===== config.mk =====
export PLATFORM = sky130hd
export DESIGN_NAME = led_mode_ctrl
export DESIGN_NICKNAME = d
export VERILOG_FILES = /design/src/rtl/led_mode_ctrl.sv
export SDC_FILE = /design/constraint.sdc
export NUM_CORES = 1
export LEC_CHECK = 0
export BUFFER_PORTS_ARGS = -buffer_cell sky130_fd_sc_hd__buf_2
export CAP_MARGIN = 15
export CORE_UTILIZATION = 45
export CTS_CLUSTER_SIZE = 24
export DETAILED_ROUTE_END_ITERATION = 10
export PLACE_DENSITY = 0.72
export SETUP_SLACK_MARGIN = 0.02
export SLEW_MARGIN = 20
export SYNTH_ARGS = -nofsm -noshare
export SYNTH_HDL_FRONTEND = slang
export SYNTH_SLANG_ARGS = --single-unit

===== constraint.sdc =====
create_clock -name clk_50mhz -period 3.9 [get_ports clk_50mhz]
set_input_delay 0.78 -clock clk_50mhz [delete_from_list [all_inputs] [get_ports clk_50mhz]]
set_output_delay 0.78 -clock clk_50mhz [all_outputs]
set_load 0.02 [all_outputs]

===== src/rtl/led_mode_ctrl.sv =====
// Four-LED pattern generator: a mode FSM (flash / run left / run right / bounce)
// driven by a free-running step timer that can be paused.
module led_mode_ctrl #(
  parameter int CNT_TICK = 24_999_999
) (
  input  logic       clk_50mhz,
  input  logic       rst,
  input  logic       next_mode,
  input  logic       pause,
  output logic [3:0] leds,
  output logic [1:0] mode,
  output logic       tick
);
  localparam logic [1:0]  FLASH   = 2'd0;
  localparam logic [1:0]  RUN_L   = 2'd1;
  localparam logic [1:0]  RUN_R   = 2'd2;
  localparam logic [1:0]  BOUNCE  = 2'd3;
  localparam logic        DIR_L   = 1'b0;
  localparam logic        DIR_R   = 1'b1;
  localparam logic [24:0] CNT_MAX = 25'(CNT_TICK);

  logic [24:0] cnt;
  logic        dir;
  logic        step;
  logic [1:0]  mode_nxt;
  logic [3:0]  init_pat;
  logic [3:0]  step_pat;
  logic [3:0]  rol;
  logic [3:0]  ror;
  logic        dir_nxt;
  logic        one_lit;

  // A mode change on the terminal count wins: the step is dropped entirely.
  assign step     = (cnt == CNT_MAX) && !pause && !next_mode;
  assign mode_nxt = mode + 2'd1;
  assign rol      = {leds[2:0], leds[3]};
  assign ror      = {leds[0], leds[3:1]};

  always_comb begin
    one_lit = 1'b0;
    case (leds)
      4'b1110, 4'b1101, 4'b1011, 4'b0111: one_lit = 1'b1;
      default:                            one_lit = 1'b0;
    endcase
  end

  always_comb begin
    init_pat = 4'b1110;
    case (mode_nxt)
      FLASH:   init_pat = 4'b1111;
      RUN_R:   init_pat = 4'b0111;
      default: init_pat = 4'b1110;
    endcase
  end

  // Out-of-sequence patterns fold back to the mode's start value on the next step.
  always_comb begin
    step_pat = leds;
    dir_nxt  = dir;
    case (mode)
      FLASH:  step_pat = (leds == 4'b0000) ? 4'b1111 : 4'b0000;
      RUN_L:  step_pat = one_lit ? rol : 4'b1110;
      RUN_R:  step_pat = one_lit ? ror : 4'b0111;
      BOUNCE: begin
        step_pat = !one_lit ? 4'b1110 : (dir == DIR_L) ? rol : ror;
        if (step_pat == 4'b0111)      dir_nxt = DIR_R;
        else if (step_pat == 4'b1110) dir_nxt = DIR_L;
      end
      default: step_pat = 4'b1111;
    endcase
  end

  always_ff @(posedge clk_50mhz) begin
    if (rst) begin
      mode <= FLASH;
      leds <= 4'b1111;
      cnt  <= '0;
      tick <= 1'b0;
      dir  <= DIR_L;
    end else begin
      tick <= step;
      if (next_mode) begin
        mode <= mode_nxt;
        leds <= init_pat;
        cnt  <= '0;
        dir  <= DIR_L;
      end else if (!pause) begin
        cnt <= (cnt == CNT_MAX) ? '0 : cnt + 25'd1;
        if (step) begin
          leds <= step_pat;
          dir  <= dir_nxt;
        end
      end
    end
  end
endmodule


# Word level (Yosys, flattened, before mapping)

Cells that the tools add are included.

Multiplexer cells: 14
Bitwise gates (word level): 1
Reductions and logical operators: 13
Add/subtract/negate cells: 2
Equality and inequality tests: 12

Operators with widths:

| cell                  | count |
|---|---|
| $mux 4                | 8 |
| $add 25x1->25 const B | 1 |
| $eq 25x25->1 const B  | 1 |
| $mux 25               | 1 |
| $eq 4x4->1 const B    | 4 |
| $pmux 4 s4            | 1 |
| $eq 4x3->1 const B    | 2 |
| $pmux 4 s2            | 1 |
| $eq 2x2->1 const B    | 3 |
| $logic_not 2->1       | 2 |
| $logic_not 4->1       | 1 |
| $reduce_and 4->1      | 1 |
| $reduce_bool 2->1     | 2 |
| $reduce_or 4->1       | 1 |
| $mux 1                | 3 |
| $add 2x1->2 const B   | 1 |
| $eq 2x1->1 const B    | 1 |
| $logic_and 1x1->1     | 2 |
| $logic_not 1->1       | 2 |
| $ne 2x2->1 const B    | 1 |
| $reduce_and 2->1      | 1 |
| $reduce_or 2->1       | 1 |
| $not 1->1             | 1 |

Bits in registers: 33
Output and inout bits: 7

# Logic depth before layout (Yosys ltp)

Gate-level depths: netlist (run 1).

Depth after elaboration: 8
Depth in mapped cells: 7
Gate-level depth less buffers: 7

# Worst setup path before layout (run 1)

OpenSTA, ideal clock, no wires.

Kind: input-to-reg
Start point: input port pause
End point: register cnt[0]
Library setup time: 117 ps
Required time: 3783 ps
Data arrival time: 2107 ps
Stages: 7
Setup slack: 1676 ps
Cells stage by stage: clkbuf_1 > nor2b_1 > nand4_1 > or4_1 > nand2_1 > buf_2 > nor2_1

RTL lines:

| what                 | line | source |
|---|---|---|
| start, declared      | 9    | `input logic pause,` |
| end signal, assigned | 88   | `cnt <= (cnt == CNT_MAX) ? '0 : cnt + 25'd1;` |
| end, declared        | 22   | `logic [24:0] cnt;` |

# Worst setup path in the final report (run 1)

Start point: register cnt[17]
End point: register cnt[5]

Word-level cells in the longest chain between the ends: 2

RTL lines:

| what         | line |
|---|---|
| $eq 25x25->1 | 88 |
| $mux 25      | 88 |

Every way passes these cells.
A chain may end at the register's enable or synchronous reset.

==> reports/results.txt, run 1 <==
Status - finished clean
Vias per cell - 5.599
Die ar. - 0.004570 mm^2
DIE HEIGHT - 67.61 um
Critical Path Sink Type - register
Initial drt markers - 157
Leakage - 0.7033 nW
WL per Instance - 12.91 um
Initial Util - 47.73%
Final net count - 246
Slew @ Worst Pin - 0.7809 ns
Period utilisation layout - 64.22%
Worst-Skew Late Latency - 0.29 ns
Net Count, Synth - 242
Worst Path Max Fanout - 24
Area leader, netlist - dfxtp_1
Synth cell types - 49
Placed cell areas - 0.001998 mm^2
Tot GR Track Use - 18.60%
Total of max-cap violations - 0
Max clock buf depth - 2
Crit path buffers/inverters - 0
Cell Count, Final, Fillers Out - 287
H-tree depth - 2
CTS tree - yes
DRT Pass-1 Iters - 4
Routed WL - 3706 um
Largest net degree at the start of global routing - 25
Asr flop ratio synth - 0%
Number of gates resized after CTS - 0
DR DRC count - 0
Worst hold slack - 0.5165 ns
Clock transition at path regs - 0.07 ns
Worst path cell trace - or4b_1, or3_1, or4_1, nand2_1, nor2_1
Synth Instances - 232
CTS Buf Count - 5
Port buffer count - 10
Hold/Removal Path Class - reg2reg
Power Total - 0.6574 mW
Core Region - 0.004058 mm^2
Mean Syn Cell Area - 8.349 um^2
First-pass GRT wire length - 6292 um
Detailed Place HPWL - 2589 um
Remaining Overflow, GRT - 0
Peak VDD IR - 0.0002369 V
Synth warn - 0
CP Class - reg2reg
Power Density - 315.4 mW/mm^2
Vias in the first global route - 1423
Layout Skew - 0.007136 ns
Crit path largest cell delay - 0.60 ns
Max Clock Freq - 399.3 MHz
Area delta synth->final - 7.623%
Die width - 67.61 um
Slowest stage cell, crit path - nand2_1
CP startpoint kind - register
Sequential element share of the synthesized area - 34.11%
Ports - 11
N_diodes - 0
Synth Register Bits - 33
Rel. slew slack - 47.82%
Post-Syn Area - 0.001937 mm^2
Post-synth top area share - 34.11%
Final Hold Vio Count - 0
Worst EP arrival - 2.65 ns
Root Buffer - clkbuf_8
Post CTS Setup Buffer Count - 0
Number of synthesized flops with an enable pin - 0
Synth top area cells - dfxtp_1 (34%), xnor2_1 (8.1%), nor2_1 (5.8%), ha_1 (3.9%), xor2_1 (3.2%)
Endpoints failing setup - 0
Initial antenna violation count - 0
ANT nets after route - 0
Final Critical Period - 2.504 ns
Placed insts - 279
Crit path required time - 4.04 ns
TNS Setup - 0 ns
Vias - 1607
Hold buffer count at cts - 0
Design Area, Final - 0.002085 mm^2
Slew Limit Fails - 0
Dominant synthesized flop cell - dfxtp_1
Critical path's top delay family - simple AND/OR/NAND/NOR gates
Clock Sinks - 33
GPL Wtd Cong - 0.8427
Standard-cell rows - 23
Share of cells above drive strength 1 - 11.81%
RSZ-0062 raised after global routing - false
-- placed cells by master (no fill, tap or decap), types with 7 or more instances in the layout --
cell type  instances
nand3_1           11
nand2_1           15
a21oi_1            7
nor2_1            30
dfxtp_1           33
inv_1              7
buf_2             10
xor2_1             7
xnor2_1           18
-- report_power, final --
part           internal (mW)  switching [mW]  total (mW)
clock                  0.123           0.125       0.248
combinational         0.0236          0.0361      0.0597
sequential             0.341         0.00867       0.350
total                  0.488           0.170       0.657
-- logic make-up (layout without fill, tap and decap cells) --
group	after synthesis	after routing	synth area share [%]
XOR/XNOR	25	25	11.30
adder cells (fa/ha/maj)	6	6	3.876
AND/OR/NAND/NOR	111	111	32.30
buffers and inverters	20	25	4.005
multiplexers	6	6	3.101
flip-flops	33	33	34.11
AO/OA/AOI/OAI	31	31	11.31
-- cell usage after synthesis (2+ instances only) --
| cell | n |
|---|---|
| a21oi_1 | 7 |
| a32oi_1 | 2 |
| and2_1 | 2 |
| and3_1 | 4 |
| and4_1 | 2 |
| and4b_1 | 2 |
| buf_2 | 2 |
| clkbuf_1 | 11 |
| dfxtp_1 | 33 |
| ha_1 | 6 |
| inv_1 | 7 |
| mux2i_1 | 6 |
| nand2_1 | 15 |
| nand2b_1 | 3 |
| nand3_1 | 11 |
| nand3b_1 | 4 |
| nand4_1 | 4 |
| nor2_1 | 30 |
| nor2b_1 | 5 |
| nor3_1 | 5 |
| nor4_1 | 6 |
| o21a_1 | 2 |
| o21ai_0 | 6 |
| o22ai_1 | 3 |
| o32a_2 | 2 |
| or3_1 | 5 |
| or4_1 | 2 |
| xnor2_1 | 18 |
| xor2_1 | 7 |
-- worst paths after layout --
| kind | startpoint | endpoint | slack [ns] | cells past startpoint |
|---|---|---|---|---|
| worst max-delay path | cnt[17] | cnt[5] | 1.40 | 5 |
| worst min-delay path | cnt[24] | cnt[24] | 0.52 | 2 |
| worst max register to register | cnt[17] | cnt[5] | 1.40 | 5 |
| worst min register to register | cnt[24] | cnt[24] | 0.52 | 2 |
-- flip-flops by register name, indices dropped and copies added (netlist names) --
| register | flops |
|---|---|
| dir | 1 |
| mode | 2 |
| cnt | 25 |
| leds | 4 |
| tick | 1 |
-- metrics by stage --
stage	util [%]	worst slack [ns]
6_report	51.37	1.396
2_1_floorplan	-	1.676
3_5_place_dp	49.24	1.253
4_1_cts	51.37	1.359
3_3_place_gp	49.24	1.301
5_1_grt	51.37	1.222
-- layer usage --
metal | up-vias | share of wire [%] | wire, um | global-route usage (%)
li1 | 833 | - | - | -
met1 | 739 | 48 | 1792 | 24.13
met2 | 27 | 46 | 1694 | 27.85
met3 | 8 | 4.2 | 155 | 6.250
met4 | 0 | 1.7 | 63 | 7.713
met5 | - | 0 | 0 | 0
-- final cells by class --
| class | count | area [um^2] |
|---|---|---|
| inverter | 7 | 26.28 |
| fill | 388 | 1973 |
| clock buffer | 5 | 68.82 |
| clock inverter | 3 | 17.52 |
| tap | 50 | 62.56 |
| multi-input combinational | 179 | 1199 |
| sequential | 33 | 660.6 |
| timing repair buffer | 10 | 50.05 |
-- worst register-to-register path, cell delays in order (launching register included) --
cell and delay (ns):
dfxtp_1 0.33, or4b_1 0.53, or3_1 0.35, or4_1 0.42, nand2_1 0.60, nor2_1 0.12
No activity file was read; power rests on OpenSTA's default activity.
==> inputs of run 2 (changes only) <==
--- a/config.mk
+++ b/config.mk
@@ -5,6 +5,7 @@
 export SDC_FILE = /design/constraint.sdc
 export NUM_CORES = 1
 export LEC_CHECK = 0
+export ABC_AREA = 1
 export BUFFER_PORTS_ARGS = -buffer_cell sky130_fd_sc_hd__buf_2
 export CAP_MARGIN = 15
 export CORE_UTILIZATION = 45
==> constraint.sdc (replaced) <==
create_clock -name clk_50mhz -period 2.6 [get_ports clk_50mhz]
set_input_delay 0.52 -clock clk_50mhz [delete_from_list [all_inputs] [get_ports clk_50mhz]]
set_output_delay 0.52 -clock clk_50mhz [all_outputs]
set_load 0.02 [all_outputs]
==> run 2 against run 1 <==
Hold slack worse by 0.060 ns. Clock power rose by 110%. Sequential cell count did not move. Area after synthesis rose by 9.8%. Power up 73%. Global-route usage rose by 1.3 points. Cell count increased by 31%. Cell area increased by 11%. Register-to-register slack worse by 0.54 ns. Critical path depth is 3 higher. First-iteration DRC count is 46% lower. Largest cell class unchanged. Highest routed layer unchanged.
==> reports/results.txt, run 2 <==
Status - finished clean (unchanged)
Final net count - 334 (was 246)
Synth Instances - 312 (was 232)
Synth Register Bits - 33 (unchanged)
Synth top area cells - dfxtp_1 (31%), nand2_1 (14%), inv_1 (7.1%), nand3_1 (5.2%), nor2_1 (4.6%) (was dfxtp_1 (34%), xnor2_1 (8.1%), nor2_1 (5.8%), ha_1 (3.9%), xor2_1 (3.2%))
Post CTS Setup Buffer Count - 0 (unchanged)
Synth warn - 0 (unchanged)
Switching power total - 0.2821 mW (was 0.1697 mW)
CTS Buf Count - 5 (unchanged)
Ports - 11 (unchanged)
Layout Skew - 0.007387 ns (was 0.007136 ns)
RR Endpoint - cnt[11] (was cnt[5])
Die ar. - 0.005003 mm^2 (was 0.004570 mm^2)
Standard-cell rows - 24 (was 23)
R2R setup slack - 0.85 ns (was 1.40 ns)
Switching Fraction - 24.74% (was 25.82%)
Vias in the first global route - 1756 (was 1423)
Synth cell types - 35 (was 49)
R2R Path Start - cnt[0] (was cnt[17])
Design Area, Final - 0.002316 mm^2 (was 0.002085 mm^2)
Most frequent cells in the layout - nand2_1 (77), inv_1 (40), dfxtp_1 (33), nor2_1 (26), nand3_1 (22) (was dfxtp_1 (33), nor2_1 (30), xnor2_1 (18), nand2_1 (15), nand3_1 (11))
Initial antenna violation count - 0 (unchanged)
Port buffer count - 10 (unchanged)
Routed WL - 4571 um (was 3706 um)
Critical Path Sink Type - register (unchanged)
Initial Util - 47.83% (was 47.73%)
Hold depth - 2 (unchanged)
Sequential element share of the synthesized area - 31.08% (was 34.11%)
Die width - 70.73 um (was 67.61 um)
DIE HEIGHT - 70.73 um (was 67.61 um)
ANT nets after route - 0 (unchanged)
Net Count, Synth - 322 (was 242)
Placed cell areas - 0.002196 mm^2 (was 0.001998 mm^2)
Final Critical Period - 1.746 ns (was 2.504 ns)
Count leader, synth - nand2_1 (was dfxtp_1)
Hold/Removal Path Class - reg2reg (unchanged)
Rel. slew slack - 63.91% (was 47.82%)
Share of cells above drive strength 1 - 16.92% (was 11.81%)
WL per Instance - 12.12 um (was 12.91 um)
Tot GR Track Use - 19.93% (was 18.60%)
Detailed Place HPWL - 3461 um (was 2589 um)
Internal power - 0.8580 mW (was 0.4876 mW)
Post-synth top cells - nand2_1 (77), inv_1 (40), dfxtp_1 (33) (was dfxtp_1 (33), nor2_1 (30), xnor2_1 (18))
Crit path required time - 2.82 ns (was 4.04 ns)
Mean Syn Cell Area - 6.813 um^2 (was 8.349 um^2)
Biggest register - cnt (unchanged)
RSZ-0062 raised after global routing - false (unchanged)
N_diodes - 0 (unchanged)
Commonest non-fill, non-tap cell in the layout - nand2_1 (was dfxtp_1)
Max clock buf depth - 2 (unchanged)
Slew Limit Fails - 0 (unchanged)
CP startpoint kind - register (unchanged)
Worst EP arrival - 1.97 ns (was 2.65 ns)
Number of synthesized flops with an enable pin - 0 (unchanged)
Remaining Overflow, GRT - 0 (unchanged)
H-tree depth - 2 (unchanged)
Final Hold Vio Count - 0 (unchanged)
Gate power share - 9.0% (was 9.1%)
TNS Setup - 0 ns (unchanged)
Largest net degree at the start of global routing - 16 (was 25)
Asr flop ratio synth - 0% (unchanged)
DRT Pass-1 Iters - 4 (unchanged)
First-pass GRT wire length - 7921 um (was 6292 um)
Area delta synth->final - 8.946% (was 7.623%)
GPL Wtd Cong - 0.9507 (was 0.8427)
Leakage - 0.8958 nW (was 0.7033 nW)
Initial drt markers - 84 (was 157)
Clock Sinks - 33 (unchanged)
CP Class - reg2reg (unchanged)
Vias per cell - 5.228 (was 5.599)
Top flop regs - cnt (25), leds (4), mode (2) (unchanged)
Worst Path Max Fanout - 11 (was 24)
Min-delay src - cnt[19] (was cnt[24])
Hold Crit Endpoint - cnt[19] (was cnt[24])
Core Region - 0.004444 mm^2 (was 0.004058 mm^2)
Hold buffer count at cts - 0 (unchanged)
Endpoints failing setup - 0 (unchanged)
Max reg flops - 25 (unchanged)
Slew @ Worst Pin - 0.5407 ns (was 0.7809 ns)
Post-Syn Area - 0.002126 mm^2 (was 0.001937 mm^2)
Peak VDD IR - 0.0002771 V (was 0.0002369 V)
Dominant synthesized flop cell - dfxtp_1 (unchanged)
Power Density - 492.3 mW/mm^2 (was 315.4 mW/mm^2)
Vias - 1971 (was 1607)
Clock network fraction of design power - 45.1% (was 37.7%)
Post-synth top area share - 31.08% (was 34.11%)
R2r worst-path depth - 8 (was 5)
Clock transition at path regs - 0.08 ns (was 0.07 ns)
Sequential Power Share - 45.9% (was 53.2%)
Worst-Skew Late Latency - 0.29 ns (about the same)
Number of gates resized after CTS - 0 (unchanged)
CTS tree - yes (unchanged)
Root Buffer - clkbuf_8 (unchanged)
Area leader, netlist - dfxtp_1 (unchanged)
Period utilisation layout - 67.15% (was 64.22%)
DR DRC count - 0 (unchanged)
Total of max-cap violations - 0 (unchanged)
Max Clock Freq - 572.8 MHz (was 399.3 MHz)
run 2: final cells by class:
class,instances,area [um^2]
Fill cell,465,2128
Timing Repair Buffer,10,50.05
Multi-Input combinational cell,230,1255
Tap cell,52,65.06
Inverter,44,165.2
Clock inverter,2,37.54
Sequential cell,33,660.6
Clock buffer,6,82.58
run 2: stage by stage:
| stage | setup WS, ns | power (mW) | hold WS [ns] | instances | util (%) |
|---|---|---|---|---|---|
| finish | 0.8542 | 1.140 | 0.4565 | 377 | 52.11 |
| global route | 0.7386 | 1.187 | 0.4745 | 377 | 52.11 |
| CTS | 0.8552 | 1.154 | 0.4517 | 377 | 52.11 |
| detailed placement | 0.7513 | 0.6368 | 0.4393 | 369 | 49.41 |
| global placement | 0.7978 | 0.6351 | 0.4298 | 369 | 49.41 |
| floorplan | 1.044 | 0.6146 | 0.4207 | 312 | - |
run 2: power by group through the flow:
| stage | combinational, mW | sequential, mW | clock (mW) |
|---|---|---|---|
| finish | 0.103 | 0.523 | 0.515 |
| global route | 0.118 | 0.524 | 0.545 |
| CTS | 0.103 | 0.523 | 0.528 |
| detailed placement | 0.102 | 0.534 | 0 |
| global placement | 0.101 | 0.534 | 0 |
| floorplan | 0.0783 | 0.536 | 0 |
run 2: layer usage:
metal	vias up	part of all wire (%)	GRT usage, %	wire, um
met5	-	0	0	0
met4	0	1.2	6.000	55
met3	7	4.3	4.274	195
met2	40	45	32.69	2051
met1	890	50	26.32	2269
li1	1034	-	-	-
run 2: kinds of logic after synthesis:
group                      count (synthesis)  synth area share, %
AOI/OAI and AO/OA                         35                9.594
buffers and inverters                     49                9.888
xor gates and xnor gates                   5                2.060
adders and majority gates                  6                3.531
DFF                                       33                31.08
and+or+nand+nor                          183                43.38
muxes                                      1               0.4709
run 2: critical path, stage by stage, from the launching register on:
cell and delay, ns:
dfxtp_1 0.34, ha_1 0.23, nand3_1 0.13, nor2_4 0.06, nand3_2 0.11, nor2_4 0.06, nor2_2 0.41, o21ai_0 0.18
a21oi_1 0.15
run 2: worst max-delay path by stage:
stage,from,endpoint,slack [ns],depth (start not counted)
2_1_floorplan,mode[0],leds[0],1.04,9
4_1_cts,cnt[0],cnt[11],0.86,8
3_3_place_gp,pause,cnt[19],0.80,9
3_5_place_dp,pause,cnt[19],0.75,9
6_report,cnt[0],cnt[11],0.85,8
5_1_grt,cnt[0],cnt[15],0.74,8
